### src/rtl/pwm_ramp_ctrl_pkg.sv
// pwm_pkg: shared definitions for the PWM ramp controller.
// Holds the register index map, CTRL register bit positions and the
// ramp state machine encoding. Imported by pwm_ramp_ctrl and its bench.
package pwm_pkg;

  localparam logic [2:0] REG_PERIOD  = 3'd0;
  localparam logic [2:0] REG_TARGET  = 3'd1;
  localparam logic [2:0] REG_STEP    = 3'd2;
  localparam logic [2:0] REG_CTRL    = 3'd3;
  localparam logic [2:0] REG_CURRENT = 3'd4;

  localparam int CTRL_ENABLE_BIT = 0;
  localparam int CTRL_BUSY_BIT   = 1;

  typedef enum logic {
    IDLE = 1'b0,
    RAMP = 1'b1
  } ramp_state_t;

endpackage

### src/rtl/pwm_ramp_ctrl_if.sv
// pwm_ramp_ctrl_if: Wishbone classic bus bundle for the PWM ramp controller.
// Signals (named from the slave's point of view):
//   wb_cyc_i, wb_stb_i, wb_we_i  - cycle, strobe, write enable
//   wb_adr_i[4:0]                - byte address, register index = [4:2]
//   wb_dat_i[DW-1:0]             - write data
//   wb_dat_o[DW-1:0]             - registered read data
//   wb_ack_o                     - registered single-cycle acknowledge
interface pwm_ramp_ctrl_if #(
  parameter int DW = 32
) ();

  logic          wb_cyc_i;
  logic          wb_stb_i;
  logic          wb_we_i;
  logic [4:0]    wb_adr_i;
  logic [DW-1:0] wb_dat_i;
  logic [DW-1:0] wb_dat_o;
  logic          wb_ack_o;

  modport master (
    output wb_cyc_i, wb_stb_i, wb_we_i, wb_adr_i, wb_dat_i,
    input  wb_dat_o, wb_ack_o
  );

  modport slave (
    input  wb_cyc_i, wb_stb_i, wb_we_i, wb_adr_i, wb_dat_i,
    output wb_dat_o, wb_ack_o
  );

endinterface

### src/rtl/pwm_ramp_ctrl_frame_tick_gen.sv
// frame_tick_gen: PWM frame counter.
// Counts 0..period-1 and raises tick for the cycle in which the count
// equals period-1, matching the frame boundary of the PWM generator.
// Ports:
//   clk, reset  - clock, synchronous active-high reset
//   period      - frame length in clk cycles (0 = stopped, no ticks)
//   restart     - forces the count back to 0 (period reprogrammed)
//   tick        - one-cycle pulse at the last cycle of each frame
module frame_tick_gen #(
  parameter int DW = 32
) (
  input  logic          clk,
  input  logic          reset,
  input  logic [DW-1:0] period,
  input  logic          restart,
  output logic          tick
);

  localparam logic [DW-1:0] ONE = {{(DW-1){1'b0}}, 1'b1};

  logic [DW-1:0] count;
  logic [DW-1:0] last;

  assign last = period - ONE;
  assign tick = (period != '0) && (count == last);

  // Wrap on >= rather than == so a count left beyond a shrunken period
  // can never run away.
  always_ff @(posedge clk) begin
    if (reset || restart) begin
      count <= '0;
    end else if (period == '0) begin
      count <= '0;
    end else if (count >= last) begin
      count <= '0;
    end else begin
      count <= count + ONE;
    end
  end

endmodule

### src/rtl/pwm_ramp_ctrl.sv
// pwm_ramp_ctrl: Wishbone register file feeding a PWM generator.
// Moves time_work_o toward TARGET by STEP once per PWM frame so servos
// slew smoothly.
// Ports:
//   clk, reset   - clock, synchronous active-high reset
//   wb           - Wishbone classic slave (pwm_ramp_ctrl_if.slave)
//   period_o     - PERIOD register, to PWM period input
//   time_work_o  - enable ? CURRENT : 0, registered
//   busy_o       - ramp in progress
//   done_o       - one-cycle pulse when CURRENT reaches TARGET
module pwm_ramp_ctrl
  import pwm_pkg::*;
#(
  parameter int          DW         = 32,
  parameter logic [DW-1:0] RST_PERIOD = '0,
  parameter logic [DW-1:0] RST_STEP   = '0
) (
  input  logic          clk,
  input  logic          reset,
  pwm_ramp_ctrl_if.slave wb,
  output logic [DW-1:0] period_o,
  output logic [DW-1:0] time_work_o,
  output logic          busy_o,
  output logic          done_o
);

  function automatic logic [DW-1:0] min_val(input logic [DW-1:0] a,
                                            input logic [DW-1:0] b);
    return (a < b) ? a : b;
  endfunction

  logic [DW-1:0] target_q;
  logic [DW-1:0] step_q;
  logic [DW-1:0] current_q;
  logic          enable_q;
  ramp_state_t   state_q;
  ramp_state_t   state_d;
  logic [DW-1:0] current_step;
  logic [DW-1:0] current_d;
  logic [DW-1:0] diff;
  logic          move_up;
  logic          done_d;
  logic          tick;
  logic          access;
  logic          wr;
  logic [2:0]    idx;
  logic          wr_period;
  logic          wr_target;
  logic          wr_step;
  logic          wr_ctrl;
  logic [DW-1:0] rd_data;
  logic          adr_unused;

  // An access is accepted only while ack is low, which spaces
  // transactions at least two cycles apart.
  assign access    = wb.wb_cyc_i & wb.wb_stb_i & ~wb.wb_ack_o;
  assign wr        = access & wb.wb_we_i;
  assign idx       = wb.wb_adr_i[4:2];
  assign wr_period = wr && (idx == REG_PERIOD);
  assign wr_target = wr && (idx == REG_TARGET);
  assign wr_step   = wr && (idx == REG_STEP);
  assign wr_ctrl   = wr && (idx == REG_CTRL);
  assign adr_unused = ^wb.wb_adr_i[1:0];

  assign busy_o = (state_q == RAMP);

  frame_tick_gen #(.DW(DW)) u_tick (
    .clk     (clk),
    .reset   (reset),
    .period  (period_o),
    .restart (wr_period),
    .tick    (tick)
  );

  // Read mux; unmapped indices read zero.
  always_comb begin
    rd_data = '0;
    case (idx)
      REG_PERIOD:  rd_data = period_o;
      REG_TARGET:  rd_data = target_q;
      REG_STEP:    rd_data = step_q;
      REG_CTRL: begin
        rd_data[CTRL_ENABLE_BIT] = enable_q;
        rd_data[CTRL_BUSY_BIT]   = busy_o;
      end
      REG_CURRENT: rd_data = current_q;
      default:     rd_data = '0;
    endcase
  end

  // Ramp next-state logic. The distance is formed by comparing first
  // and subtracting the smaller value so it never wraps. A step uses the
  // registered target/step, so a write landing on a tick edge only
  // affects the following tick.
  always_comb begin
    state_d      = state_q;
    current_step = current_q;
    done_d       = 1'b0;
    move_up      = (target_q >= current_q);
    diff         = move_up ? (target_q - current_q) : (current_q - target_q);
    case (state_q)
      IDLE: begin
        if (enable_q && (current_q != target_q)) begin
          state_d = RAMP;
        end
      end
      RAMP: begin
        if (!enable_q) begin
          state_d = IDLE;
        end else if (tick) begin
          if ((step_q == '0) || (diff <= step_q)) begin
            current_step = target_q;
            done_d       = 1'b1;
            state_d      = IDLE;
          end else if (move_up) begin
            current_step = current_q + step_q;
          end else begin
            current_step = current_q - step_q;
          end
        end
      end
      default: state_d = IDLE;
    endcase
    // A new period clamps the running value on the same edge.
    current_d = wr_period ? min_val(current_step, wb.wb_dat_i) : current_step;
  end

  // Register file, bus handshake and ramp state.
  always_ff @(posedge clk) begin
    if (reset) begin
      period_o    <= RST_PERIOD;
      step_q      <= RST_STEP;
      target_q    <= '0;
      current_q   <= '0;
      enable_q    <= 1'b0;
      state_q     <= IDLE;
      done_o      <= 1'b0;
      time_work_o <= '0;
      wb.wb_ack_o <= 1'b0;
      wb.wb_dat_o <= '0;
    end else begin
      wb.wb_ack_o <= access;
      if (access) begin
        wb.wb_dat_o <= rd_data;
      end
      if (wr_period) begin
        period_o <= wb.wb_dat_i;
        target_q <= min_val(target_q, wb.wb_dat_i);
      end
      if (wr_target) begin
        target_q <= min_val(wb.wb_dat_i, period_o);
      end
      if (wr_step) begin
        step_q <= wb.wb_dat_i;
      end
      if (wr_ctrl) begin
        enable_q <= wb.wb_dat_i[CTRL_ENABLE_BIT];
      end
      current_q   <= current_d;
      state_q     <= state_d;
      done_o      <= done_d;
      time_work_o <= enable_q ? current_q : '0;
    end
  end

endmodule

### src/flat_wrapper.sv
// flat-port wrapper written by rule: the top's interface ports become plain ports
module pwm_ramp_ctrl_flat import pwm_pkg::*;
#(
  parameter int          DW         = 32,
  parameter logic [DW-1:0] RST_PERIOD = '0,
  parameter logic [DW-1:0] RST_STEP   = '0
)
  (clk, reset, period_o, time_work_o, busy_o, done_o, wb_wb_cyc_i, wb_wb_stb_i, wb_wb_we_i, wb_wb_adr_i, wb_wb_dat_i, wb_wb_dat_o, wb_wb_ack_o);
  pwm_ramp_ctrl_if #(.DW(DW)) wb_i ();
  input  logic clk;
  input  logic reset;
  output logic [DW-1:0] period_o;
  output logic [DW-1:0] time_work_o;
  output logic busy_o;
  output logic done_o;
  input wire logic [$bits(wb_i.wb_cyc_i)-1:0] wb_wb_cyc_i;
  input wire logic [$bits(wb_i.wb_stb_i)-1:0] wb_wb_stb_i;
  input wire logic [$bits(wb_i.wb_we_i)-1:0] wb_wb_we_i;
  input wire logic [$bits(wb_i.wb_adr_i)-1:0] wb_wb_adr_i;
  input wire logic [$bits(wb_i.wb_dat_i)-1:0] wb_wb_dat_i;
  output wire logic [$bits(wb_i.wb_dat_o)-1:0] wb_wb_dat_o;
  output wire logic [$bits(wb_i.wb_ack_o)-1:0] wb_wb_ack_o;
  assign wb_i.wb_cyc_i = wb_wb_cyc_i;
  assign wb_i.wb_stb_i = wb_wb_stb_i;
  assign wb_i.wb_we_i = wb_wb_we_i;
  assign wb_i.wb_adr_i = wb_wb_adr_i;
  assign wb_i.wb_dat_i = wb_wb_dat_i;
  assign wb_wb_dat_o = wb_i.wb_dat_o;
  assign wb_wb_ack_o = wb_i.wb_ack_o;
  pwm_ramp_ctrl #(.DW(DW), .RST_PERIOD(RST_PERIOD), .RST_STEP(RST_STEP)) u_core (.clk(clk), .reset(reset), .wb(wb_i), .period_o(period_o), .time_work_o(time_work_o), .busy_o(busy_o), .done_o(done_o));
endmodule
### config.mk
export PLATFORM = sky130hd
export DESIGN_NAME = pwm_ramp_ctrl_flat
export DESIGN_NICKNAME = d
export VERILOG_FILES = /design/src/rtl/pwm_ramp_ctrl_pkg.sv /design/src/rtl/pwm_ramp_ctrl_if.sv /design/src/rtl/pwm_ramp_ctrl_frame_tick_gen.sv /design/src/rtl/pwm_ramp_ctrl.sv /design/src/flat_wrapper.sv
export SDC_FILE = /design/constraint.sdc
export NUM_CORES = 1
export LEC_CHECK = 0
export CAP_MARGIN = 30
export CORE_MARGIN = 2
export CORE_UTILIZATION = 45
export CTS_CLUSTER_SIZE = 25
export DETAILED_ROUTE_END_ITERATION = 7
export PLACE_DENSITY_LB_ADDON = 0.05
export SYNTH_ARGS = -nofsm -noshare
export SYNTH_HDL_FRONTEND = slang
export SYNTH_SLANG_ARGS = --single-unit
### constraint.sdc
create_clock -name clk -period 8.2 [get_ports clk]
set_input_delay 1.23 -clock clk [delete_from_list [all_inputs] [get_ports clk]]
set_output_delay 1.23 -clock clk [all_outputs]
set_load 0.005 [all_outputs]
==> results of run 1 <==
## routing by layer
metal	global-route usage [%]	vias up	wire, um
li1	-	9818	-
met1	48.56	9728	35160
met2	51.34	748	32960
met3	6.133	101	6978
met4	8.777	0	1784
met5	0	-	0
## cells in the final DEF (no fill, tap or decap), drive strengths merged, types with 14 or more instances in the layout
master / netlist / layout
nand2: 261 / 261
dfxtp: 228 / 228
nor4: 45 / 45
a21o: 81 / 81
a31oi: 24 / 24
a211oi: 33 / 33
a21oi: 317 / 317
mux2i: 72 / 72
buf: 23 / 242
ha: 254 / 254
nor3: 82 / 82
inv: 185 / 186
nand3: 47 / 47
nand4: 63 / 63
nor2b: 16 / 16
o21bai: 22 / 22
and3: 20 / 20
xor2: 42 / 42
xnor2: 104 / 104
a22oi: 63 / 63
clkdlybuf4s50: 0 / 137
and2: 14 / 14
clkbuf: 126 / 33
o21ai: 118 / 118
nor2: 188 / 188
## worst paths after layout
path | endpoint | slack (ns) | depth (start not counted)
setup reg to reg | u_core.current_q[1]$_SDFF_PP0_ | 0.24 | 39
setup / recovery | u_core.current_q[1]$_SDFF_PP0_ | 0.24 | 39
hold reg to reg | u_core.wb.wb_dat_o[11]$_SDFFE_PP0P_ | 0.49 | 2
hold / removal | u_core.wb.wb_dat_o[11]$_SDFFE_PP0P_ | 0.49 | 2
## through the flow
step,TNS (ns),cell area [sq um]
after floorplan,0,19620
after global placement,-0.9792,23000
after detailed placement,-0.5733,23050
after CTS,0,24110
after global routing,-0.6589,24300
final,0,24300
## logic make-up (layout without fill, tap and decap cells)
family / count (synthesis) / count (layout)
and+or+nand+nor: 786 / 786
AOI/OAI and AO/OA: 763 / 763
buffers and inverters: 335 / 619
adders and majority gates: 257 / 257
DFF: 228 / 228
xor gates and xnor gates: 146 / 146
muxes: 77 / 77
other: 0 / 1
## sequential cells by signal, summed over array words and instances (netlist names)
signal and cells:
u_core.u_tick.count 32, u_core.time_work_o 32, u_core.enable_q 1, u_core.step_q 32
u_core.busy_o 1, u_core.target_q 32, u_core.current_q 32, u_core.period_o 32
u_core.done_o 1, u_core.wb.wb_ack_o 1, u_core.wb.wb_dat_o 32
## tightest hold or removal path, delay by kind of cell (launching register included)
| kind | cells | cell delay, ns |
|---|---|---|
| flip-flops | 1 | 0.32 |
| AND/OR/NAND/NOR | 1 | 0.07 |
| AO/OA/AOI/OAI | 1 | 0.06 |
## power groups by stage
stage	combinational, mW	sequential (mW)	clock (mW)
after floorplan	0.408	1.14	0
after global routing	0.800	1.12	1.47
after global placement	0.687	1.15	0
after CTS	0.708	1.12	1.43
final	0.741	1.12	1.41
after detailed placement	0.702	1.15	0
## area by class of cell
cell class	instances	area, sq um
Tap cell	585	732.0
Sequential cell	228	4566
Clock inverter	21	272.8
Fill cell	4147	18770
Multi-Input combinational cell	2029	13970
Antenna cell	1	2.502
Clock buffer	33	770.7
Inverter	186	698.2
Timing Repair Buffer	379	3294
## what timing repair did
action	in CTS	in global routing
resized for setup	7	40
hold endpoints to repair	0	0
hold buffers	0	0
setup buffers	0	4
endpoints found under the setup margin	31	32
pin swaps	0	7
==> results.json, run 1 <==
{
  "hold_slack_ns": 0.4922,
  "cellPowerDensity_mw_per_mm2": 134.7,
  "p_sw_uw": 967.9,
  "synth_top_family_by_area": "compound AO/OA/AOI/OAI gates",
  "numCtsBuffers": 29,
  "yosys-mux-area-fraction_pct": 3.960,
  "p_comb_share_pct": 22.7,
  "drv_cap": 0,
  "synth_common_cells": "316 x a21oi_1, 261 x nand2_1, 254 x ha_1",
  "crit_top_cell": "buf_4",
  "dr.pass1.iters": 6,
  "synth_top_area_cell": "dfxtp_1",
  "synth.most_common_cell": "a21oi_1",
  "yosysTopAreaCellShare_pct": 23.27,
  "synth_compound_area_share_pct": 24.11,
  "pre_cts_slack_ns": -0.2857,
  "drc": 0,
  "drtIter0Drc": 1710,
  "clock_path_buffers": 3,
  "hold_violations": 0,
  "die_h_um": 212.8,
  "clkTransAtPathRegs_ns": 0.06,
  "relSlewSlack_pct": 33.00,
  "critPathRequiredTime_ns": 8.73,
  "worstMarginPinSlew_ns": 1.004,
  "crit_fanout": 10,
  "power_leakage_nw": 10.46,
  "clock_latency_ns": 0.59,
  "grt_pass1_wl_um": 116600,
  "total_power_mw": 3.273,
  "critPathTopFamily": "compound AO/OA/AOI/OAI gates",
  "ys_seq_elements": 228,
  "p_sw_share_pct": 29.58,
  "vdd.ir_drop.worst_mv": 0.1604,
  "num_vias": 20400,
  "seq_power_share_pct": 34.3,
  "ys_warn_count": 0,
  "hpwl_um": 61190,
  "nNetsFinal": 3152,
  "start_util_pct": 45.54,
  "synthAdderAreaFrac_pct": 16.51,
  "fin_crit_sh_pct": 97.12,
  "slowest_stage": "fa_1",
  "synth_ff_type": "dfxtp_1",
  "syn-cell-area_sq_mm": 0.01962,
  "internal_power_mw": 2.305,
  "critPathLaunch": "u_core.target_q[0]$_SDFFE_PP0P_",
  "cts_tree": "done",
  "setup_ws_ns": 0.2361,
  "grt.overflow.total": 0,
  "antenna_found_initial": 1,
  "h-tree-depth": 1,
  "syn_to_final_growth_pct": 23.88,
  "root_buffer": "clkbuf_16",
  "drtAntennaViolNets": 0,
  "synth-async-reset-ratio_pct": 0,
  "finalNonFillerCells": 3462,
  "rows": 76,
  "r2r_start": "u_core.target_q[0]$_SDFFE_PP0P_",
  "synth-xor-area-share_pct": 6.518,
  "synth-simple-area-share_pct": 19.04,
  "core-area_sq_mm": 0.04308,
  "cts.sinks": 228,
  "finClkSkew_ns": 0.02420,
  "globalplace.congestion": 0.9548,
  "critPathBufInv": 11,
  "critPathMaxStageDelay_ns": 0.42,
  "cp.arrival_ns": 8.50,
  "die_area_sq_mm": 0.04528,
  "syn_nets": 2891,
  "vias_per_cell": 5.891,
  "drive_gt1_share_pct": 12.69,
  "min-delay-start": "u_core.wb.wb_dat_o[11]$_SDFFE_PP0P_",
  "ys_types": 75,
  "startpoint_type": "register",
  "setup_viol": 0,
  "synthCells": 2592,
  "yosysSeqAreaShare_pct": 23.27,
  "synth_edf_count": 0,
  "slew_viol_final": 0,
  "max_freq_mhz": 125.6,
  "dp.cells": 3403,
  "status": "finished clean",
  "critPathCaptureType": "register",
  "wl_per_cell_um": 22.21,
  "pin_count": 141,
  "path_class": "register to register",
  "grt_max_degree": 63,
  "hold_class": "register to register",
  "synth.area.top_cells": "dfxtp_1 23%, ha_1 16%, a21oi_1 8.1%, nand2_1 5.0%, xnor2_1 4.6%",
  "period_minus_slack_ns": 7.964,
  "port_buffers": 138,
  "grt_pass1_vias": 19660,
  "die_width_um": 212.8,
  "postLayoutCoreUtil_pct": 56.42,
  "pwr-share-clk_pct": 43.0,
  "grt.total_usage_pct": 33.66,
  "avgSynthCellArea_sq_um": 7.569,
  "wirelength_um": 76880
}
Power figures use the tool's default switching activity.
==> run 2, diff against run 1 <==
Settings changed: ABC_CLOCK_PERIOD_IN_PS from default to 8200.
==> results of run 2 <==
No change in the layout: final DEF, timing and power equal those of run 1.
==> run 3, diff against run 2 <==
Settings changed: CTS_CLUSTER_SIZE 25 to default.
==> results of run 3 <==
No change in the layout: final DEF, timing and power equal those of run 1.
